File: src/rtl/fpga_dump_scheduler_if.sv
`default_nettype none
// +----------------------------------------------------------------------+
// | fpga_dump_scheduler_if : CSR, RAM-read, AXI4-Stream and DMA signals  |
// | Rev 1.0                                                              |
// +----------------------------------------------------------------------+
interface fpga_dump_scheduler_if #(
  parameter int ADDR_WIDTH = 12,
  parameter int DATA_WIDTH = 8
);
  logic [1:0]            avs_address;
  logic                  avs_chipselect;
  logic                  avs_write_n;
  logic [31:0]           avs_writedata;
  logic [31:0]           avs_readdata;
  logic                  mem_rd_en;
  logic [ADDR_WIDTH-1:0] mem_addr;
  logic [DATA_WIDTH-1:0] mem_rdata;
  logic [DATA_WIDTH-1:0] axis4_m_tdata;
  logic                  axis4_m_tvalid;
  logic                  axis4_m_tlast;
  logic                  axis4_m_tready;
  logic                  dma_req;
  logic                  dma_single;
  logic                  dma_ack;

  modport master (
    input  avs_address, avs_chipselect, avs_write_n, avs_writedata,
    output avs_readdata,
    output mem_rd_en, mem_addr,
    input  mem_rdata,
    output axis4_m_tdata, axis4_m_tvalid, axis4_m_tlast,
    input  axis4_m_tready,
    output dma_req, dma_single,
    input  dma_ack
  );

  modport slave (
    output avs_address, avs_chipselect, avs_write_n, avs_writedata,
    input  avs_readdata,
    input  mem_rd_en, mem_addr,
    output mem_rdata,
    input  axis4_m_tdata, axis4_m_tvalid, axis4_m_tlast,
    output axis4_m_tready,
    input  dma_req, dma_single,
    output dma_ack
  );
endinterface
`default_nettype wire

File: src/rtl/fpga_dump_scheduler.sv
`default_nettype none
// +----------------------------------------------------------------------+
// | fpga_dump_scheduler : DMA-paced burst dump of a byte RAM to AXI4-S   |
// | Rev 1.0                                                              |
// +----------------------------------------------------------------------+
module fpga_dump_scheduler #(
  parameter int ADDR_WIDTH = 12,
  parameter int DATA_WIDTH = 8,
  parameter int BURST_LEN  = 16
) (
  input  wire logic             clk_i,
  input  wire logic             reset_n_i,
  fpga_dump_scheduler_if.master bus_if
);
  localparam int LW = ADDR_WIDTH + 1;
  localparam int CW = $clog2(BURST_LEN) + 1;
  localparam logic [LW-1:0] c_burst_lw = LW'(BURST_LEN);
  localparam logic [CW-1:0] c_burst_cw = CW'(BURST_LEN);

  localparam logic [1:0] S_IDLE  = 2'd0;
  localparam logic [1:0] S_REQ   = 2'd1;
  localparam logic [1:0] S_BURST = 2'd2;

  logic [1:0]            state_q, state_d;
  logic [ADDR_WIDTH-1:0] base_q, ptr_q;
  logic [LW-1:0]         len_q, rem_q, count_q;
  logic                  done_q, aborted_q, abort_pend_q;
  logic [CW-1:0]         rd_cnt_q, hs_cnt_q;
  logic                  rd_pend_q;
  logic [DATA_WIDTH-1:0] tdata_q, skid_q;
  logic                  tvalid_q, skid_v_q;

  logic        w_wr, w_ctrl_wr, w_abort, w_start, w_clear, w_busy;
  logic        w_hs, w_burst_end, w_last_byte, w_abort_now, w_rd_en;
  logic [CW-1:0] w_grant;
  logic [2:0]  w_fill;
  logic [31:0] w_readdata;

  assign w_wr        = bus_if.avs_chipselect & ~bus_if.avs_write_n;
  assign w_ctrl_wr   = w_wr & (bus_if.avs_address == 2'd0);
  assign w_abort     = w_ctrl_wr & bus_if.avs_writedata[1];
  assign w_start     = w_ctrl_wr & bus_if.avs_writedata[0] & ~bus_if.avs_writedata[1];
  assign w_clear     = w_ctrl_wr & bus_if.avs_writedata[31];
  assign w_busy      = (state_q != S_IDLE);
  assign w_hs        = tvalid_q & bus_if.axis4_m_tready;
  assign w_last_byte = (rem_q == LW'(1));
  assign w_burst_end = (state_q == S_BURST) & w_hs & (hs_cnt_q == CW'(1));
  assign w_abort_now = abort_pend_q | w_abort;
  assign w_grant     = (rem_q >= c_burst_lw) ? c_burst_cw : rem_q[CW-1:0];

  // Output head plus one skid slot: a read is issued only if its byte is
  // guaranteed a slot when it lands, even if tready drops in between.
  assign w_fill  = {2'b0, tvalid_q} + {2'b0, skid_v_q} + {2'b0, rd_pend_q};
  assign w_rd_en = (state_q == S_BURST) && (rd_cnt_q != '0) &&
                   (w_fill < (3'd2 + {2'b0, w_hs}));

  always_comb begin
    w_readdata = '0;
    case (bus_if.avs_address)
      2'd1: w_readdata[ADDR_WIDTH-1:0] = base_q;
      2'd2: w_readdata[LW-1:0]         = len_q;
      2'd3: begin
        w_readdata[0]       = w_busy;
        w_readdata[1]       = done_q;
        w_readdata[2]       = aborted_q;
        w_readdata[16 +: LW] = count_q;
      end
      default: w_readdata = '0;
    endcase
  end

  always_comb begin
    state_d = state_q;
    case (state_q)
      S_IDLE:  if (w_start && (len_q != '0)) state_d = S_REQ;
      S_REQ: begin
        if (w_abort)              state_d = S_IDLE;
        else if (bus_if.dma_ack)  state_d = S_BURST;
      end
      S_BURST: if (w_burst_end) state_d = (w_last_byte || w_abort_now) ? S_IDLE : S_REQ;
      default: state_d = S_IDLE;
    endcase
  end

  always_ff @(posedge clk_i or negedge reset_n_i) begin
    if (!reset_n_i) begin
      state_q      <= S_IDLE;
      base_q       <= '0;
      ptr_q        <= '0;
      len_q        <= '0;
      rem_q        <= '0;
      count_q      <= '0;
      done_q       <= 1'b0;
      aborted_q    <= 1'b0;
      abort_pend_q <= 1'b0;
      rd_cnt_q     <= '0;
      hs_cnt_q     <= '0;
      rd_pend_q    <= 1'b0;
      tdata_q      <= '0;
      skid_q       <= '0;
      tvalid_q     <= 1'b0;
      skid_v_q     <= 1'b0;
    end else begin
      state_q   <= state_d;
      rd_pend_q <= w_rd_en;
      if (!w_busy && w_wr && (bus_if.avs_address == 2'd1))
        base_q <= bus_if.avs_writedata[ADDR_WIDTH-1:0];
      if (!w_busy && w_wr && (bus_if.avs_address == 2'd2))
        len_q <= bus_if.avs_writedata[LW-1:0];
      // Clear is applied first so status set by the same edge still wins.
      if (w_clear) begin
        done_q    <= 1'b0;
        aborted_q <= 1'b0;
      end
      if ((state_q == S_IDLE) && w_start) begin
        if (len_q == '0) begin
          done_q <= 1'b1;
        end else begin
          rem_q     <= len_q;
          ptr_q     <= base_q;
          count_q   <= '0;
          done_q    <= 1'b0;
          aborted_q <= 1'b0;
        end
      end
      if (state_q == S_REQ) begin
        if (w_abort) begin
          aborted_q <= 1'b1;
        end else if (bus_if.dma_ack) begin
          rd_cnt_q <= w_grant;
          hs_cnt_q <= w_grant;
        end
      end
      if ((state_q == S_BURST) && w_abort) abort_pend_q <= 1'b1;
      if (w_rd_en) begin
        ptr_q    <= ptr_q + ADDR_WIDTH'(1);
        rd_cnt_q <= rd_cnt_q - CW'(1);
      end
      if (w_hs) begin
        rem_q    <= rem_q - LW'(1);
        count_q  <= count_q + LW'(1);
        hs_cnt_q <= hs_cnt_q - CW'(1);
      end
      if (w_burst_end) begin
        if (w_last_byte)      done_q    <= 1'b1;
        else if (w_abort_now) aborted_q <= 1'b1;
      end
      if (state_d == S_IDLE) abort_pend_q <= 1'b0;

      if (w_hs || !tvalid_q) begin
        if (skid_v_q) begin
          tdata_q  <= skid_q;
          tvalid_q <= 1'b1;
          skid_v_q <= rd_pend_q;
          if (rd_pend_q) skid_q <= bus_if.mem_rdata;
        end else if (rd_pend_q) begin
          tdata_q  <= bus_if.mem_rdata;
          tvalid_q <= 1'b1;
        end else begin
          tvalid_q <= 1'b0;
        end
      end else if (rd_pend_q) begin
        skid_q   <= bus_if.mem_rdata;
        skid_v_q <= 1'b1;
      end
    end
  end

  assign bus_if.avs_readdata   = w_readdata;
  assign bus_if.mem_rd_en      = w_rd_en;
  assign bus_if.mem_addr       = ptr_q;
  assign bus_if.axis4_m_tdata  = tdata_q;
  assign bus_if.axis4_m_tvalid = tvalid_q;
  assign bus_if.axis4_m_tlast  = tvalid_q & w_last_byte;
  assign bus_if.dma_req        = (state_q == S_REQ) & (rem_q >= c_burst_lw);
  assign bus_if.dma_single     = (state_q == S_REQ) & (rem_q <  c_burst_lw);
endmodule
`default_nettype wire
File: src/flat_wrapper.sv
// flat-port wrapper written by rule: the top's interface ports become plain ports
module fpga_dump_scheduler_flat 
#(
  parameter int ADDR_WIDTH = 12,
  parameter int DATA_WIDTH = 8,
  parameter int BURST_LEN  = 16
)
  (clk_i, reset_n_i, bus_if_avs_address, bus_if_avs_chipselect, bus_if_avs_write_n, bus_if_avs_writedata, bus_if_avs_readdata, bus_if_mem_rd_en, bus_if_mem_addr, bus_if_mem_rdata, bus_if_axis4_m_tdata, bus_if_axis4_m_tvalid, bus_if_axis4_m_tlast, bus_if_axis4_m_tready, bus_if_dma_req, bus_if_dma_single, bus_if_dma_ack);
  fpga_dump_scheduler_if #(.ADDR_WIDTH(ADDR_WIDTH), .DATA_WIDTH(DATA_WIDTH)) bus_if_i ();
  input  wire logic clk_i;
  input  wire logic reset_n_i;
  input wire logic [$bits(bus_if_i.avs_address)-1:0] bus_if_avs_address;
  input wire logic [$bits(bus_if_i.avs_chipselect)-1:0] bus_if_avs_chipselect;
  input wire logic [$bits(bus_if_i.avs_write_n)-1:0] bus_if_avs_write_n;
  input wire logic [$bits(bus_if_i.avs_writedata)-1:0] bus_if_avs_writedata;
  output wire logic [$bits(bus_if_i.avs_readdata)-1:0] bus_if_avs_readdata;
  output wire logic [$bits(bus_if_i.mem_rd_en)-1:0] bus_if_mem_rd_en;
  output wire logic [$bits(bus_if_i.mem_addr)-1:0] bus_if_mem_addr;
  input wire logic [$bits(bus_if_i.mem_rdata)-1:0] bus_if_mem_rdata;
  output wire logic [$bits(bus_if_i.axis4_m_tdata)-1:0] bus_if_axis4_m_tdata;
  output wire logic [$bits(bus_if_i.axis4_m_tvalid)-1:0] bus_if_axis4_m_tvalid;
  output wire logic [$bits(bus_if_i.axis4_m_tlast)-1:0] bus_if_axis4_m_tlast;
  input wire logic [$bits(bus_if_i.axis4_m_tready)-1:0] bus_if_axis4_m_tready;
  output wire logic [$bits(bus_if_i.dma_req)-1:0] bus_if_dma_req;
  output wire logic [$bits(bus_if_i.dma_single)-1:0] bus_if_dma_single;
  input wire logic [$bits(bus_if_i.dma_ack)-1:0] bus_if_dma_ack;
  assign bus_if_i.avs_address = bus_if_avs_address;
  assign bus_if_i.avs_chipselect = bus_if_avs_chipselect;
  assign bus_if_i.avs_write_n = bus_if_avs_write_n;
  assign bus_if_i.avs_writedata = bus_if_avs_writedata;
  assign bus_if_avs_readdata = bus_if_i.avs_readdata;
  assign bus_if_mem_rd_en = bus_if_i.mem_rd_en;
  assign bus_if_mem_addr = bus_if_i.mem_addr;
  assign bus_if_i.mem_rdata = bus_if_mem_rdata;
  assign bus_if_axis4_m_tdata = bus_if_i.axis4_m_tdata;
  assign bus_if_axis4_m_tvalid = bus_if_i.axis4_m_tvalid;
  assign bus_if_axis4_m_tlast = bus_if_i.axis4_m_tlast;
  assign bus_if_i.axis4_m_tready = bus_if_axis4_m_tready;
  assign bus_if_dma_req = bus_if_i.dma_req;
  assign bus_if_dma_single = bus_if_i.dma_single;
  assign bus_if_i.dma_ack = bus_if_dma_ack;
  fpga_dump_scheduler #(.ADDR_WIDTH(ADDR_WIDTH), .DATA_WIDTH(DATA_WIDTH), .BURST_LEN(BURST_LEN)) u_core (.clk_i(clk_i), .reset_n_i(reset_n_i), .bus_if(bus_if_i));
endmodule
File: config.mk
export PLATFORM = sky130hd
export DESIGN_NAME = fpga_dump_scheduler_flat
export DESIGN_NICKNAME = d
export VERILOG_FILES = /design/src/rtl/fpga_dump_scheduler_if.sv /design/src/rtl/fpga_dump_scheduler.sv /design/src/flat_wrapper.sv
export SDC_FILE = /design/constraint.sdc
export NUM_CORES = 1
export LEC_CHECK = 0
export BUFFER_PORTS_ARGS = -buffer_cell sky130_fd_sc_hd__clkbuf_2
export CAP_MARGIN = 0
export CORE_MARGIN = 3
export CORE_UTILIZATION = 30
export CTS_BUF_LIST = sky130_fd_sc_hd__clkbuf_4 sky130_fd_sc_hd__clkbuf_8
export DETAILED_ROUTE_END_ITERATION = 10
export SLEW_MARGIN = 20
export SYNTH_ARGS = -nofsm -noshare
export SYNTH_HDL_FRONTEND = slang
export SYNTH_SLANG_ARGS = --single-unit
File: constraint.sdc
create_clock -name clk_i -period 2.3 [get_ports clk_i]
set_input_delay 0.23 -clock clk_i [delete_from_list [all_inputs] [get_ports clk_i]]
set_output_delay 0.23 -clock clk_i [all_outputs]
set_load 0.01 [all_outputs]
# Word-level counts from Yosys, hierarchy flattened
# Cells that the tools add are included.
# word_totals
register_bits	97
in_bits	48
out_inout_bits	57
wordCells	137
# op_classes
n_addsub	8
order_cmp	3
eq_ne	12
muxes	50
n_bitwise	15
n_reduce_logical	33
# ops
operator	count
$mux 13	7
$mux 8	5
$mux 12	3
$mux 5	6
$mux 1	22
$reduce_bool 2->1	10
$pmux 9 s2	1
$add 13x1->13 const B	1
$eq 13x1->1 const B	1
$ge 13x5->1 const B	1
$logic_not 13->1	1
$lt 13x5->1 const B	1
$reduce_bool 13->1	1
$sub 13x1->13 const B	1
$add 12x1->12 const B	1
$and 1x1->1	12
$sub 5x1->5 const B	2
$pmux 3 s3	1
$logic_and 1x1->1	8
$mux 2	4
$eq 2x2->1 const B	3
$logic_not 2->1	3
$ne 2x1->1 const B	3
$pmux 2 s3	1
14 further kinds	22

# Longest topological paths before layout
# depth
ltp_word	12
depth_mapped	9
ltp_nobuf	8

# Worst setup path after synthesis
# No wires, ideal clock.
# synth_path
path_type	flip-flop to flip-flop
startpoint	register u_core.tvalid_q, in the netlist u_core.bus_if.axis4_m_tvalid
endpoint	register u_core.ptr_q[3], in the netlist u_core.bus_if.mem_addr[3]
setup_time_ps	126
t_arrival_ps	2303
required_time_ps	2174
setup_slack_ps	-129
path_stages_with_launch	9
n_path_buf	1
period_less_slack_ps	2429
path_cell_list	dfrtp_1 > fa_1 > nand3b_1 > a2111o_1 > buf_2 > inv_2 > a21oi_2 > a21o_1 > a221o_1
# synth_between
elab_chain_cells	6
elab_cells_between_ends	10
cone_classes	add/sub: 3; order compare: 1; eq/ne: 1; mux: 1; bitwise: 1; reduce/logical: 3
# synth_lines
element	line	text
start: declaration	fpga_dump_scheduler.sv:31	logic tvalid_q, skid_v_q;
start signal: assignment	fpga_dump_scheduler.sv:101	tvalid_q <= 1'b0;
start signal: assignment	fpga_dump_scheduler.sv:153	tvalid_q <= 1'b1;
start signal: assignment	fpga_dump_scheduler.sv:158	tvalid_q <= 1'b1;
$add 1x1->2 / $and 1x1->1 (equally long branches)	fpga_dump_scheduler.sv:53, fpga_dump_scheduler.sv:45	
$add 3x1->3 / $add 2x1->3 (equally long branches)	fpga_dump_scheduler.sv:53, fpga_dump_scheduler.sv:55	
$lt 3x3->1 (*)	fpga_dump_scheduler.sv:55	(w_fill < (3'd2 + {2'b0, w_hs}));
$logic_and 1x1->1 (*)	fpga_dump_scheduler.sv:54	assign w_rd_en = (state_q == S_BURST) && (rd_cnt_q != '0) &&
named net bus_if_mem_rd_en	flat_wrapper.sv:17	output wire logic [$bits(bus_if_i.mem_rd_en)-1:0] bus_if_mem_rd_en;
$ne 2x1->1 (no line) / $reduce_bool 2->1 (equally long branches)	-	
$reduce_and 2->1 (no line)	-	
end signal: assignment	fpga_dump_scheduler.sv:120	ptr_q <= base_q;
end signal: assignment	fpga_dump_scheduler.sv:136	ptr_q <= ptr_q + ADDR_WIDTH'(1);
end: declaration	fpga_dump_scheduler.sv:25	logic [ADDR_WIDTH-1:0] base_q, ptr_q;
# Mark *: on every way through the listed nets, which the timed path passes. The rest lies on a longest branch.
# A chain may end at the register's enable or synchronous reset.

# Worst setup path in the final report
# layout_path
startpoint	register u_core.skid_v_q
endpoint	register u_core.ptr_q[3], in the netlist u_core.bus_if.mem_addr[3]
# layout_between
elab_chain_cells	6
elab_cells_between_ends	8
cone_classes	add/sub: 2; order compare: 1; eq/ne: 1; mux: 1; reduce/logical: 3
# layout_lines
element	line	text
start: declaration	fpga_dump_scheduler.sv:31	
start signal: assignment	fpga_dump_scheduler.sv:154	skid_v_q <= rd_pend_q;
$add 1x1->2 (*)	fpga_dump_scheduler.sv:53	assign w_fill = {2'b0, tvalid_q} + {2'b0, skid_v_q} + {2'b0, rd_pend_q};
$add 3x1->3 (*)	fpga_dump_scheduler.sv:53	
$lt 3x3->1 (*)	fpga_dump_scheduler.sv:55	
$logic_and 1x1->1 (*)	fpga_dump_scheduler.sv:54	
$ne 2x1->1 (no line) / $reduce_bool 2->1 (equally long branches)	-	
$reduce_and 2->1 (no line)	-	
# Mark *: on every way between the ends. The rest lies on a longest branch, timed or not.

==> summary.txt <==
Power
  • Maximum VDD drop: 454.7 uV
  • Static Leak: 2.890 nW
  • Pwr Density: 1057 nW/um^2
  • Combinational power share: 0.389
  • Int Power: 4.180 mW
  • Switching Share: 0.3951
  • Clock power frac: 0.171
  • Switching power: 2.730 mW
  • Seq pwr share: 0.439

Die
  • # IOs: 105
  • DIE HEIGHT: 138.4 microns
  • Area of the core: 16880 sq um
  • Area of the die: 19150 sq um
  • Die width: 138.4 microns
  • Initial Utilization: 0.3116
  • Rows: 47

Yosys
  • Post-synth EDFFs: 0
  • Area share of the largest cell type after synthesis: 0.4616
  • Synth unique cells: 62
  • Top area cells in the synthesized netlist: dfrtp_1 (46%), mux2_2 (7.1%), nor2_1 (4.1%)
  • Yosys Warn Count: 0
  • Mean Syn Cell Area: 9.885 sq um
  • Largest area contributor in the netlist: dfrtp_1
  • Mapped Area: 5259 sq um
  • Post-synthesis async set-or-reset flop share: 1.000
  • Synth Flop Type: dfrtp_1
  • Top cells by count, synth: dfrtp_1 (97), nor2_1 (57), nand2_1 (45)
  • Synth Register Bits: 97
  • Post-synthesis sequential area ratio: 0.4616
  • Most frequent cell after synthesis: dfrtp_1
  • Cells after Synth: 532

Setup path
  • Crit-path cells: fa_1, nand3b_1, a2111o_1, clkinv_4, buf_4, buf_6, a21oi_4, a21o_1, a221o_1
  • Critical Path End Type: flip-flop
  • Worst R2R End: u_core.bus_if.mem_addr[3]
  • Worst Path Arrival: 2.68 ns
  • Reg2reg start: u_core.skid_v_q
  • Crit start category: flip-flop
  • Reg2Reg Setup Slack: -0.11 ns
  • Crit path max-delay cell type: a2111o_1
  • Req. time, crit path: 2.57 ns
  • CP Max Fanout: 5
  • Reg2Reg Depth: 9
  • Critical path's largest stage delay: 0.47 ns
  • Cell family with most CP delay: compound AO/OA/AOI/OAI gates
  • CP Class: reg2reg
  • Number of buffers and inverters on the critical path: 3

Finish
  • Final #Nets: 711
  • Area grow syn2layout: 24.29%
  • Final instance area: 6536 sq um
  • Antenna Cells: 0
  • Non-Filler Instances: 870
  • Fraction of layout instances using a drive strength above 1: 0.3200

Place
  • Gpl congestion: 0.8611
  • Detailed placer's ending HPWL: 10940 microns
  • IO buf count: 80
  • Dpl cells: 846
  • Placed Area: 6105 sq um

Drt
  • Vias: 4533
  • Initial drt markers: 347
  • Avg Vias per Cell: 5.210
  • Remaining DRCs: 0
  • Antenna-violating nets left: 0
  • Drt pass-1 iters: 4
  • Final wirelength: 15070 microns
  • Routed length per instance: 17.33 microns

Clock tree
  • # H-tree levels: 3
  • Root Driver: clkbuf_8
  • Clock transition at path regs: 0.10 ns
  • CTS tree: done
  • Cts bufs inserted: 9
  • Max clock buf depth: 2
  • Number of clock sinks: 97
  • Clk Latency, worst-skew pair: 0.39 ns

GRT
  • Most crowded layer after global routing: met2
  • Tot GR Track Use: 0.1551
  • Initial antenna violation count: 0
  • First-pass GRT wire length: 24210 microns
  • Met2 Usage GRT: 0.2557
  • GRT met1 Usage: 0.2058
  • Gr ovfl total: 0
  • Largest net degree at the start of global routing: 54
  • Vias in the first global route: 4623
  • GR Util met3: 0.03729

Hold path
  • Hold path cells: 2
  • Worst Hold Launch: bus_if_avs_writedata[12]
  • HP Class: in2reg
  • Worst Hold Path EP: u_core.len_q[12]

Timing
  • Slew at the pin closest to its max-slew limit: 0.9513 ns
  • Period utilization: 1.048
  • Final setup violation count: 9
  • Clk_skew: 0.01669 ns
  • Crit path time final: 2.411 ns
  • Worst slew margin: 0.3635
  • Fmax: 414.8 MHz
  • Setup ws final: -0.1107 ns
  • Fin. Hold Viols: 0
  • Slew Limit Fails: 0
  • RSZ-0062 raised after global routing: yes

Status
  • Outcome: complete, but fails checks
  • Failing checks: negative setup slack

Flow run
  • Max cap viols: 0
==> cell type report <==
cell class / count / area, sq um
Clock inverter: 5 / 63.81
Tap cell: 220 / 275.3
Sequential cell: 97 / 2429
Inverter: 10 / 42.54
Timing Repair Buffer: 126 / 797.0
Multi-Input combinational cell: 401 / 2790
Clock buffer: 11 / 138.9
Fill cell: 1670 / 10340
==> sequential cells by signal (all words and copies together), names as in the netlist, 2 cells and up <==
name and flops:
u_core.state_q 2, u_core.count_q 13, u_core.rd_cnt_q 5, u_core.bus_if.axis4_m_tdata 8, u_core.bus_if.mem_addr 12, u_core.rem_q 13
u_core.len_q 13, u_core.base_q 12, u_core.skid_q 8, u_core.hs_cnt_q 5
==> power by group through the flow <==
stage | Sequential (mW) | Clock (mW) | Combinational (mW)
floorplan | 2.87 | 0 | 1.54
global placement | 2.99 | 0 | 2.31
detailed placement | 3.02 | 0 | 2.42
CTS | 2.99 | 1.22 | 2.53
global route | 3.12 | 1.30 | 2.97
finish | 3.04 | 1.18 | 2.69
==> repair_timing <==
item	4_1_cts	5_1_grt
buffers inserted	5	2
hold endpoints to repair	49	0
hold buffers	1	0
resized for setup	10	35
pin swaps	4	10
endpoints found under the setup margin	12	18
==> how the worst max path moves through the flow <==
| stage | start | endpoint | slack, ns | cells after the start |
|---|---|---|---|---|
| 2_1_floorplan | u_core.bus_if.axis4_m_tvalid | u_core.bus_if.mem_addr[3] | 0.01 | 9 |
| 3_3_place_gp | u_core.bus_if.axis4_m_tvalid | u_core.rd_cnt_q[3] | -0.09 | 8 |
| 3_5_place_dp | u_core.bus_if.axis4_m_tvalid | u_core.rd_cnt_q[3] | -0.16 | 8 |
| 4_1_cts | u_core.skid_v_q | bus_if_mem_rd_en | -0.17 | 6 |
| 5_1_grt | u_core.skid_v_q | bus_if_mem_rd_en | -0.22 | 6 |
| 6_report | u_core.skid_v_q | u_core.bus_if.mem_addr[3] | -0.11 | 9 |
==> cells by family after synthesis <==
group | share of synthesized area
compound gates | 0.1556
simple gates | 0.2139
other cells | 0.0007131
fa+ha+maj | 0.04425
buf+inv | 0.03426
flops | 0.4616
mux | 0.08970
==> routing by layer <==
metal  wire [microns]  vias up
li1                 -     2168
met1             6933     2231
met2             7270      125
met3              675        9
met4              195        0
met5                0        -
==> layout by cell type (no fill, tap or decap), drive strengths merged, types with 28 or more instances in the layout <==
master / count
dfrtp: 97
mux2: 33
clkbuf: 88
a21oi: 31
buf: 48
nand2: 45
o21ai: 28
nor2: 58
==> metrics by stage <==
stage | hold WS, ns | utilization | setup slack (ns) | total power, mW | TNS (ns)
floorplan | -0.06559 | - | 0.01495 | 4.417 | 0
global placement | 0.3429 | 0.3617 | -0.09170 | 5.300 | -0.1272
detailed placement | 0.3483 | 0.3617 | -0.1553 | 5.447 | -0.3947
CTS | 0.06166 | 0.3785 | -0.1663 | 6.730 | -0.7499
global route | 0.06422 | 0.3873 | -0.2169 | 7.389 | -2.190
finish | 0.07967 | 0.3873 | -0.1107 | 6.910 | -0.5558
No activity file was read; power rests on OpenSTA's default activity.
